<file path="src/rtl/mux_94_arbiter.sv">
// Round-robin owner arbiter for a shared mux_94 word bus, with a hold limit and a blanked handover.
// Latency: grant, sel and mux_blank are registered and appear one clock after the request is sampled.
// Backpressure: an owner keeps the bus until it signals last, drops req, or reaches MAX_HOLD cycles.
module mux_94_arbiter #(
    parameter int MAX_HOLD    = 8,
    parameter int TURN_CYCLES = 1
) (
    input  logic       clk,
    input  logic       reset_n,
    input  logic [3:0] req,
    input  logic [3:0] last,
    output logic [3:0] grant,
    output logic [1:0] sel,
    output logic       mux_blank,
    output logic       busy,
    output logic       timeout
);

    // TURN spans the turnaround cycles plus the release slot, so a handover
    // always shows TURN_CYCLES+1 blank cycles on the bus.
    localparam logic [7:0] HOLD_LIMIT = 8'(MAX_HOLD);
    localparam logic [2:0] TURN_END   = 3'(TURN_CYCLES + 1);
    localparam bit         HAS_TURN   = (TURN_CYCLES > 0);

    typedef enum logic [1:0] {
        IDLE = 2'd0,
        OWN  = 2'd1,
        TURN = 2'd2
    } state_t;

    state_t     state, state_n;
    logic [1:0] ptr, ptr_n;
    logic [7:0] hold_cnt, hold_n;
    logic [2:0] turn_cnt, turn_n;
    logic [3:0] grant_n;
    logic [1:0] sel_n;
    logic       mux_blank_n, busy_n, timeout_n;

    logic [2:0] win_idle;
    logic [2:0] win_rel;
    logic       rel_norm, rel_max;
    logic       do_take;
    logic [1:0] take_idx;

    // Returns {found, index}: first set request bit searching from p upward, modulo 4.
    function automatic logic [2:0] pick(input logic [3:0] r, input logic [1:0] p);
        logic [2:0] res;
        logic [1:0] idx;
        res = 3'b000;
        for (int i = 3; i >= 0; i--) begin
            idx = p + 2'(i);
            if (r[idx]) res = {1'b1, idx};
        end
        return res;
    endfunction

    // Winners for arbitration from the stored pointer and from the pointer a release would set.
    always_comb begin
        win_idle = pick(req, ptr);
        win_rel  = pick(req, sel + 2'd1);
        rel_norm = last[sel] | ~req[sel];
        rel_max  = (HOLD_LIMIT != 8'd0) && (hold_cnt == HOLD_LIMIT);
    end

    // Next-state and next-output logic; every output is registered below.
    always_comb begin
        state_n     = state;
        ptr_n       = ptr;
        hold_n      = hold_cnt;
        turn_n      = turn_cnt;
        grant_n     = grant;
        sel_n       = sel;
        mux_blank_n = mux_blank;
        busy_n      = busy;
        timeout_n   = 1'b0;
        do_take     = 1'b0;
        take_idx    = 2'd0;

        unique case (state)
            IDLE: begin
                grant_n     = 4'b0000;
                mux_blank_n = 1'b1;
                busy_n      = 1'b0;
                if (win_idle[2]) begin
                    do_take  = 1'b1;
                    take_idx = win_idle[1:0];
                end
            end
            OWN: begin
                if (rel_norm || rel_max) begin
                    // A forced release is reported only when no normal release applies.
                    timeout_n   = ~rel_norm;
                    ptr_n       = sel + 2'd1;
                    grant_n     = 4'b0000;
                    busy_n      = 1'b0;
                    mux_blank_n = 1'b1;
                    state_n     = IDLE;
                    if (HAS_TURN) begin
                        state_n = TURN;
                        turn_n  = 3'd1;
                    end else if (win_rel[2]) begin
                        do_take  = 1'b1;
                        take_idx = win_rel[1:0];
                    end
                end else if (hold_cnt != 8'hFF) begin
                    hold_n = hold_cnt + 8'd1;
                end
            end
            TURN: begin
                grant_n     = 4'b0000;
                mux_blank_n = 1'b1;
                busy_n      = 1'b0;
                if (turn_cnt == TURN_END) begin
                    state_n = IDLE;
                    if (win_idle[2]) begin
                        do_take  = 1'b1;
                        take_idx = win_idle[1:0];
                    end
                end else begin
                    turn_n = turn_cnt + 3'd1;
                end
            end
            default: begin
                state_n = IDLE;
            end
        endcase

        if (do_take) begin
            state_n     = OWN;
            grant_n     = 4'b0001 << take_idx;
            sel_n       = take_idx;
            mux_blank_n = 1'b0;
            busy_n      = 1'b1;
            hold_n      = 8'd1;
        end
    end

    // State and output registers; reset blanks the mux and clears ownership immediately.
    always_ff @(posedge clk or negedge reset_n) begin
        if (!reset_n) begin
            state     <= IDLE;
            ptr       <= 2'd0;
            hold_cnt  <= 8'd0;
            turn_cnt  <= 3'd0;
            grant     <= 4'b0000;
            sel       <= 2'd0;
            mux_blank <= 1'b1;
            busy      <= 1'b0;
            timeout   <= 1'b0;
        end else begin
            state     <= state_n;
            ptr       <= ptr_n;
            hold_cnt  <= hold_n;
            turn_cnt  <= turn_n;
            grant     <= grant_n;
            sel       <= sel_n;
            mux_blank <= mux_blank_n;
            busy      <= busy_n;
            timeout   <= timeout_n;
        end
    end

endmodule

</file>
<file path="config.mk">
export PLATFORM = sky130hd
export DESIGN_NAME = mux_94_arbiter
export DESIGN_NICKNAME = d
export VERILOG_FILES = /design/src/rtl/mux_94_arbiter.sv
export SDC_FILE = /design/constraint.sdc
export NUM_CORES = 1
export LEC_CHECK = 0
export ABC_CLOCK_PERIOD_IN_PS = 2990
export CAP_MARGIN = 10
export CORE_ASPECT_RATIO = 0.75
export CORE_UTILIZATION = 55
export DETAILED_ROUTE_END_ITERATION = 8
export GPL_TIMING_DRIVEN = 0
export PLACE_DENSITY = 0.79
export SLEW_MARGIN = 30
export SYNTH_ARGS = -nofsm -noshare
export SYNTH_HDL_FRONTEND = slang
export SYNTH_SLANG_ARGS = --single-unit
</file>
<file path="constraint.sdc">
create_clock -name clk -period 2.99 [get_ports clk]
set_clock_uncertainty 0.1 [all_clocks]
set_input_delay 0.4485 -clock clk [delete_from_list [all_inputs] [get_ports clk]]
set_output_delay 0.4485 -clock clk [all_outputs]
set_load 0.01 [all_outputs]
</file>
# --- After elaboration in Yosys (flattened, before gate mapping) ---
# Index checks and enable logic that the tools add are counted.
totals:
  register_bits: 24
  word_cells: 91
  input_bits: 10
op_classes:
  n_shift: 1
  reduce_logical: 12
  eq_ne: 11
  bitwise_logic: 3
  addsub: 6
  magnitude_cmp: 5
  mux: 44
ops:
  columns: ["operator", "count"]
  rows:
  - ["$mux 8", 4]
  - ["$mux 3", 6]
  - ["$lt 2x3->1 const B", 5]
  - ["$mux 1", 14]
  - ["$bmux 1 s2", 6]
  - ["$mux 2", 5]
  - ["$reduce_and 3->1", 3]
  - ["$add 8x1->8 const B", 1]
  - ["$eq 8x4->1 const B", 1]
  - ["$mux 4", 2]
  - ["$ne 2x2->1 const B", 4]
  - ["$ne 8x8->1 const B", 1]
  - ["$pmux 4 s2", 1]
  - ["$ne 3x3->1 const B", 2]
  - ["$pmux 1 s2", 3]
  - ["$pmux 2 s3", 1]
  - ["$pmux 3 s2", 1]
  - ["$reduce_bool 2->1", 3]
  - ["$add 2x1->2 const B", 2]
  - ["$add 2x2->2 const B", 2]
  - ["$pmux 2 s2", 1]
  - ["$reduce_and 2->1", 2]
  - ["$shl 1x2->4 const A", 1]
  - ["$add 3x1->3 const B", 1]
  - ["other kinds (9)", 10]

# --- Depth between registers and ports, before layout ---
logic_depth:
  word_depth: 12
  depth_mapped: 8
  mapped_depth_nobuf: 7

# --- Worst setup path before layout ---
# OpenSTA, ideal clock, no wires.
synth_path:
  path_type: "reg2reg"
  from: "register state[0]"
  to: "register grant[1]"
  setup_ps: 128
  arrival_ps: 1869
  path_slack_ps: 893
  synth_period_minus_slack_ps: 2097
  t_required_ps: 2762
  path_stages_with_launch: 8
  path_cell_list: "dfrtp_1 -> inv_1 -> ha_1 -> nand3b_1 -> a21oi_1 -> nand4_1 -> nor2b_1 -> mux2_1"
synth_between:
  elab_chain_cells: 4
  elab_cells_between_ends: 12
  cone_classes: "3 x eq/ne; 1 x shift; 4 x mux; 4 x reduce/logical"
synth_rtl:
  columns: ["element", "line_no", "text"]
  rows:
  - ["start: declaration", "31", "state_t state, state_n;"]
  - ["start signal: assignment", "151", "state <= state_n;"]
  - ["$eq 2x2->1 / $logic_not 2->1 (equally long branches)", "79", "unique case (state)"]
  - ["$pmux 1 s2 (tied with other cells)", "79", null]
  - ["$ne 3x3->1 (no source line) (tied with other cells)", null, null]
  - ["$reduce_and 2->1 (no source line) / $mux 4 (equally long branches)", null, null]
  - ["end signal: assignment", "155", "grant <= grant_n;"]
  - ["end: declaration", "12", "output logic [3:0] grant,"]
# Several ways; a longest one is shown, not always the timed one.
# A chain may end at the register's enable or synchronous reset.

# --- Final worst setup path ---
# Same ends and word-level chain as after synthesis.

==> run_summary.xml <==
<?xml version="1.0" encoding="UTF-8"?>
<metrics>
  <group name="worst_setup_path">
    <metric name="max_stage_delay" unit="ps">490</metric>
    <metric name="cp.buffers_inverters" unit="">1</metric>
    <metric name="path_cells" unit="">inv_1, ha_1, nand3b_1, a21oi_1, nand4_1, nor2b_1, mux2_1</metric>
    <metric name="timing.critical_path.from_type" unit="">flip-flop</metric>
    <metric name="critical_path.reg2reg.startpoint" unit="">state[0]</metric>
    <metric name="ff2ff_path_depth" unit="">7</metric>
    <metric name="worstSetupEndpointType" unit="">flip-flop</metric>
    <metric name="critPathMaxFanout" unit="">7</metric>
    <metric name="timing_worst_setup_path_type" unit="">flip-flop to flip-flop</metric>
    <metric name="setup.reg_to_reg.worst_slack" unit="ps">220</metric>
    <metric name="critPathTopFamily" unit="">simple AND/OR/NAND/NOR gates</metric>
    <metric name="worstPathRequired" unit="ps">3040</metric>
    <metric name="crit_path_top_delay_cell" unit="">sky130_fd_sc_hd__a21oi_1</metric>
    <metric name="worst_ep_arrival_time" unit="ps">2810</metric>
    <metric name="r2r-end" unit="">grant[1]</metric>
  </group>
  <group name="clock_tree">
    <metric name="cts_buffers" unit="">3</metric>
    <metric name="cts_tree" unit="">yes</metric>
    <metric name="cts_setup_buffers" unit="">0</metric>
    <metric name="cts_max_level" unit="">1</metric>
    <metric name="cts_resized" unit="">0</metric>
    <metric name="worst_skew_pair.late_latency" unit="ps">270</metric>
    <metric name="clock-root-buffer" unit="">sky130_fd_sc_hd__clkbuf_8</metric>
    <metric name="cts.reportedPaths.clkPinSlew" unit="ps">90</metric>
    <metric name="clockBufferDepth" unit="">2</metric>
    <metric name="numClockSinks" unit="">24</metric>
    <metric name="ctsHoldBuffers" unit="">0</metric>
  </group>
  <group name="grt">
    <metric name="antenna_violations_before_repair" unit="">0</metric>
    <metric name="globalRouteTotalUtil" unit="">0.244</metric>
    <metric name="grt_pass1_vias" unit="">1191</metric>
    <metric name="grt_pass1_wl" unit="um">5350</metric>
    <metric name="pin_count_of_the_biggest_net_entering_global_routing" unit="">25</metric>
    <metric name="grt_overflow" unit="">0</metric>
  </group>
  <group name="logic_synthesis">
    <metric name="synthesis.yosys.warnings" unit="">0</metric>
    <metric name="synthDistinctLibCells" unit="">50</metric>
    <metric name="syn_avg_cell_area" unit="um2">9.75</metric>
    <metric name="yosys.area.top_type" unit="">sky130_fd_sc_hd__dfrtp_1</metric>
    <metric name="synth_top_area_frac" unit="">0.376</metric>
    <metric name="synth_top_flop_cell" unit="">sky130_fd_sc_hd__dfrtp_1</metric>
    <metric name="ys_seq_area_frac" unit="">0.393</metric>
    <metric name="synth_enable_flop_cells" unit="">0</metric>
    <metric name="async_flop_share" unit="">1.00</metric>
    <metric name="number_of_cells_produced_by_synthesis" unit="">157</metric>
    <metric name="mappedNetlistNets" unit="">175</metric>
    <metric name="synth_top_cells_by_area" unit="">sky130_fd_sc_hd__dfrtp_1 38%, sky130_fd_sc_hd__ha_1 6.5%, sky130_fd_sc_hd__a21oi_1 3.9%</metric>
    <metric name="synth.cell_area" unit="um2">1530</metric>
    <metric name="synth-seq-cells" unit="">24</metric>
  </group>
  <group name="final_layout">
    <metric name="area.sequential" unit="um2">602</metric>
    <metric name="layout.cells.most_common" unit="">sky130_fd_sc_hd__dfrtp_1</metric>
    <metric name="multi_input_area" unit="um2">851</metric>
    <metric name="number_of_antenna_diodes" unit="">0</metric>
    <metric name="post_layout_nonfiller_instances" unit="">215</metric>
    <metric name="syn_to_final_growth" unit="%">18.0</metric>
    <metric name="final_nets" unit="">198</metric>
    <metric name="num-fill-cells" unit="">209</metric>
    <metric name="post_route_cells_drive_above_1_share" unit="">0.101</metric>
    <metric name="layout_common_cells" unit="">23 x sky130_fd_sc_hd__dfrtp_1, 17 x sky130_fd_sc_hd__clkdlybuf4s50_1, 16 x sky130_fd_sc_hd__inv_1, 12 x sky130_fd_sc_hd__a21oi_1, 9 x sky130_fd_sc_hd__nand2_1</metric>
  </group>
  <group name="placed_design">
    <metric name="gp_routability_congestion" unit="">0.892</metric>
    <metric name="place_ws" unit="ps">224</metric>
    <metric name="placed_cells" unit="">211</metric>
    <metric name="place_hpwl" unit="um">2570</metric>
    <metric name="portBuffers" unit="">18</metric>
  </group>
  <group name="routing">
    <metric name="vias" unit="">1299</metric>
    <metric name="detailedRoute.firstPassIterationCount" unit="">4</metric>
    <metric name="routed_wire_length_per_instance" unit="um">16.3</metric>
    <metric name="antenna_violating_nets_remaining" unit="">0</metric>
    <metric name="drc" unit="">0</metric>
    <metric name="routed_via_density" unit="">6.04</metric>
    <metric name="final_wirelength" unit="um">3500</metric>
    <metric name="dr.first_iter.drc_count" unit="">57</metric>
  </group>
  <group name="timing">
    <metric name="report.final.slew_viol_count" unit="">0</metric>
    <metric name="grt_setup_unrepaired" unit="">false</metric>
    <metric name="timing.final.crit_period" unit="ps">2770</metric>
    <metric name="fin_worst_hold_slack" unit="ps">50.9</metric>
    <metric name="count_of_final_hold_check_violations" unit="">0</metric>
    <metric name="worst_slew_pin_slew" unit="ps">588</metric>
    <metric name="tns" unit="ps">0</metric>
    <metric name="finalSetupViolCount" unit="">0</metric>
    <metric name="fmaxAchievable" unit="MHz">362</metric>
    <metric name="layout_setup_ws" unit="ps">224</metric>
    <metric name="maxSlewHeadroom" unit="">0.605</metric>
    <metric name="share_of_the_cycle_needed_by_the_critical_path_after_routing" unit="">0.925</metric>
  </group>
  <group name="worst_hold_path">
    <metric name="min_path_type" unit="">input pin to async pin</metric>
  </group>
  <group name="power">
    <metric name="power_per_cell_area" unit="nW/um2">830</metric>
    <metric name="power.share.combinational" unit="">0.498</metric>
    <metric name="switching_power" unit="W">0.000629</metric>
    <metric name="vdd.ir_drop.worst" unit="mV">0.640</metric>
    <metric name="power.switching_fraction" unit="">0.420</metric>
    <metric name="power_frac_seq" unit="">0.354</metric>
    <metric name="p_int" unit="W">0.000870</metric>
    <metric name="pwr-share-clk" unit="">0.148</metric>
    <metric name="total_leakage_power" unit="nW">0.791</metric>
  </group>
  <group name="floorplan">
    <metric name="dieArea" unit="um2">3000</metric>
    <metric name="floorplan_die_height" unit="um">47.7</metric>
    <metric name="core_area" unit="um2">2620</metric>
    <metric name="initial_core_util" unit="">0.584</metric>
    <metric name="rows" unit="">16</metric>
    <metric name="number_of_top_level_pins" unit="">19</metric>
    <metric name="die_w" unit="um">62.9</metric>
  </group>
  <group name="run">
    <metric name="maxCapViolCount" unit="">0</metric>
  </group>
  <group name="run_status">
    <metric name="run_status" unit="">complete, no violations</metric>
  </group>
</metrics>
[metal layers]
metal  routed length (um)  up-vias  global-route usage
met5                    0        -                   0
met4                   30        0              0.0744
met3                  203        4              0.0667
met2                 1630       44               0.439
met1                 1640      624               0.297
li1                     -      627                   -
[flip-flops by register name, indices dropped and copies added (netlist names)]
register	count
busy	1
grant	4
hold_cnt	8
mux_blank	1
ptr	2
sel	2
state	2
timeout	1
turn_cnt	3
[worst max path at each step]
stage / startpoint / end / cells past startpoint
final: state[0] / grant[1] / 7
after global routing: state[0] / grant[1] / 7
after CTS: state[0] / grant[1] / 7
after detailed placement: req[1] / grant[1] / 6
after global placement: req[1] / grant[1] / 6
after floorplan: state[0] / grant[1] / 7
[power by group through the flow]
stage	Sequential [W]	Combinational, W	Clock (W)
3_3_place_gp	0.000524	0.000707	0
6_report	0.000531	0.000747	0.000221
3_5_place_dp	0.000532	0.000735	0
2_1_floorplan	0.000528	0.000496	0
4_1_cts	0.000527	0.000741	0.000228
5_1_grt	0.000544	0.000811	0.000236
[metrics by stage]
step / cell area, um2 / total power, W / util
floorplan: 1530 / 0.00102 / -
detailed placement: 1750 / 0.00127 / 0.668
global placement: 1760 / 0.00123 / 0.670
finish: 1810 / 0.00150 / 0.689
global route: 1810 / 0.00159 / 0.689
CTS: 1810 / 0.00150 / 0.689
[cell type report]
class | count | area share
multi-input cells | 115 | 0.471
flip-flops and latches | 24 | 0.333
repair buffers | 18 | 0.0970
inverters | 16 | 0.0332
clock buffers | 4 | 0.0305
well taps | 36 | 0.0249
plain buffers | 2 | 0.0104
[cell families after synthesis]
group | synth area share
compound gates | 0.239
xor+xnor | 0.00572
fa+ha+maj | 0.0654
buf+inv | 0.0515
flops | 0.393
mux | 0.0294
simple gates | 0.217
[synthesized netlist by cell type (all sizes together) (4+ instances only)]
library cell  count
o21ai            11
nand2             9
ha                8
nor2b             7
nand4             4
mux2              4
nor2              6
inv              16
dfrtp            23
a21oi            12
nand3             7
Note: power is estimated with default switching activity, not from simulation.
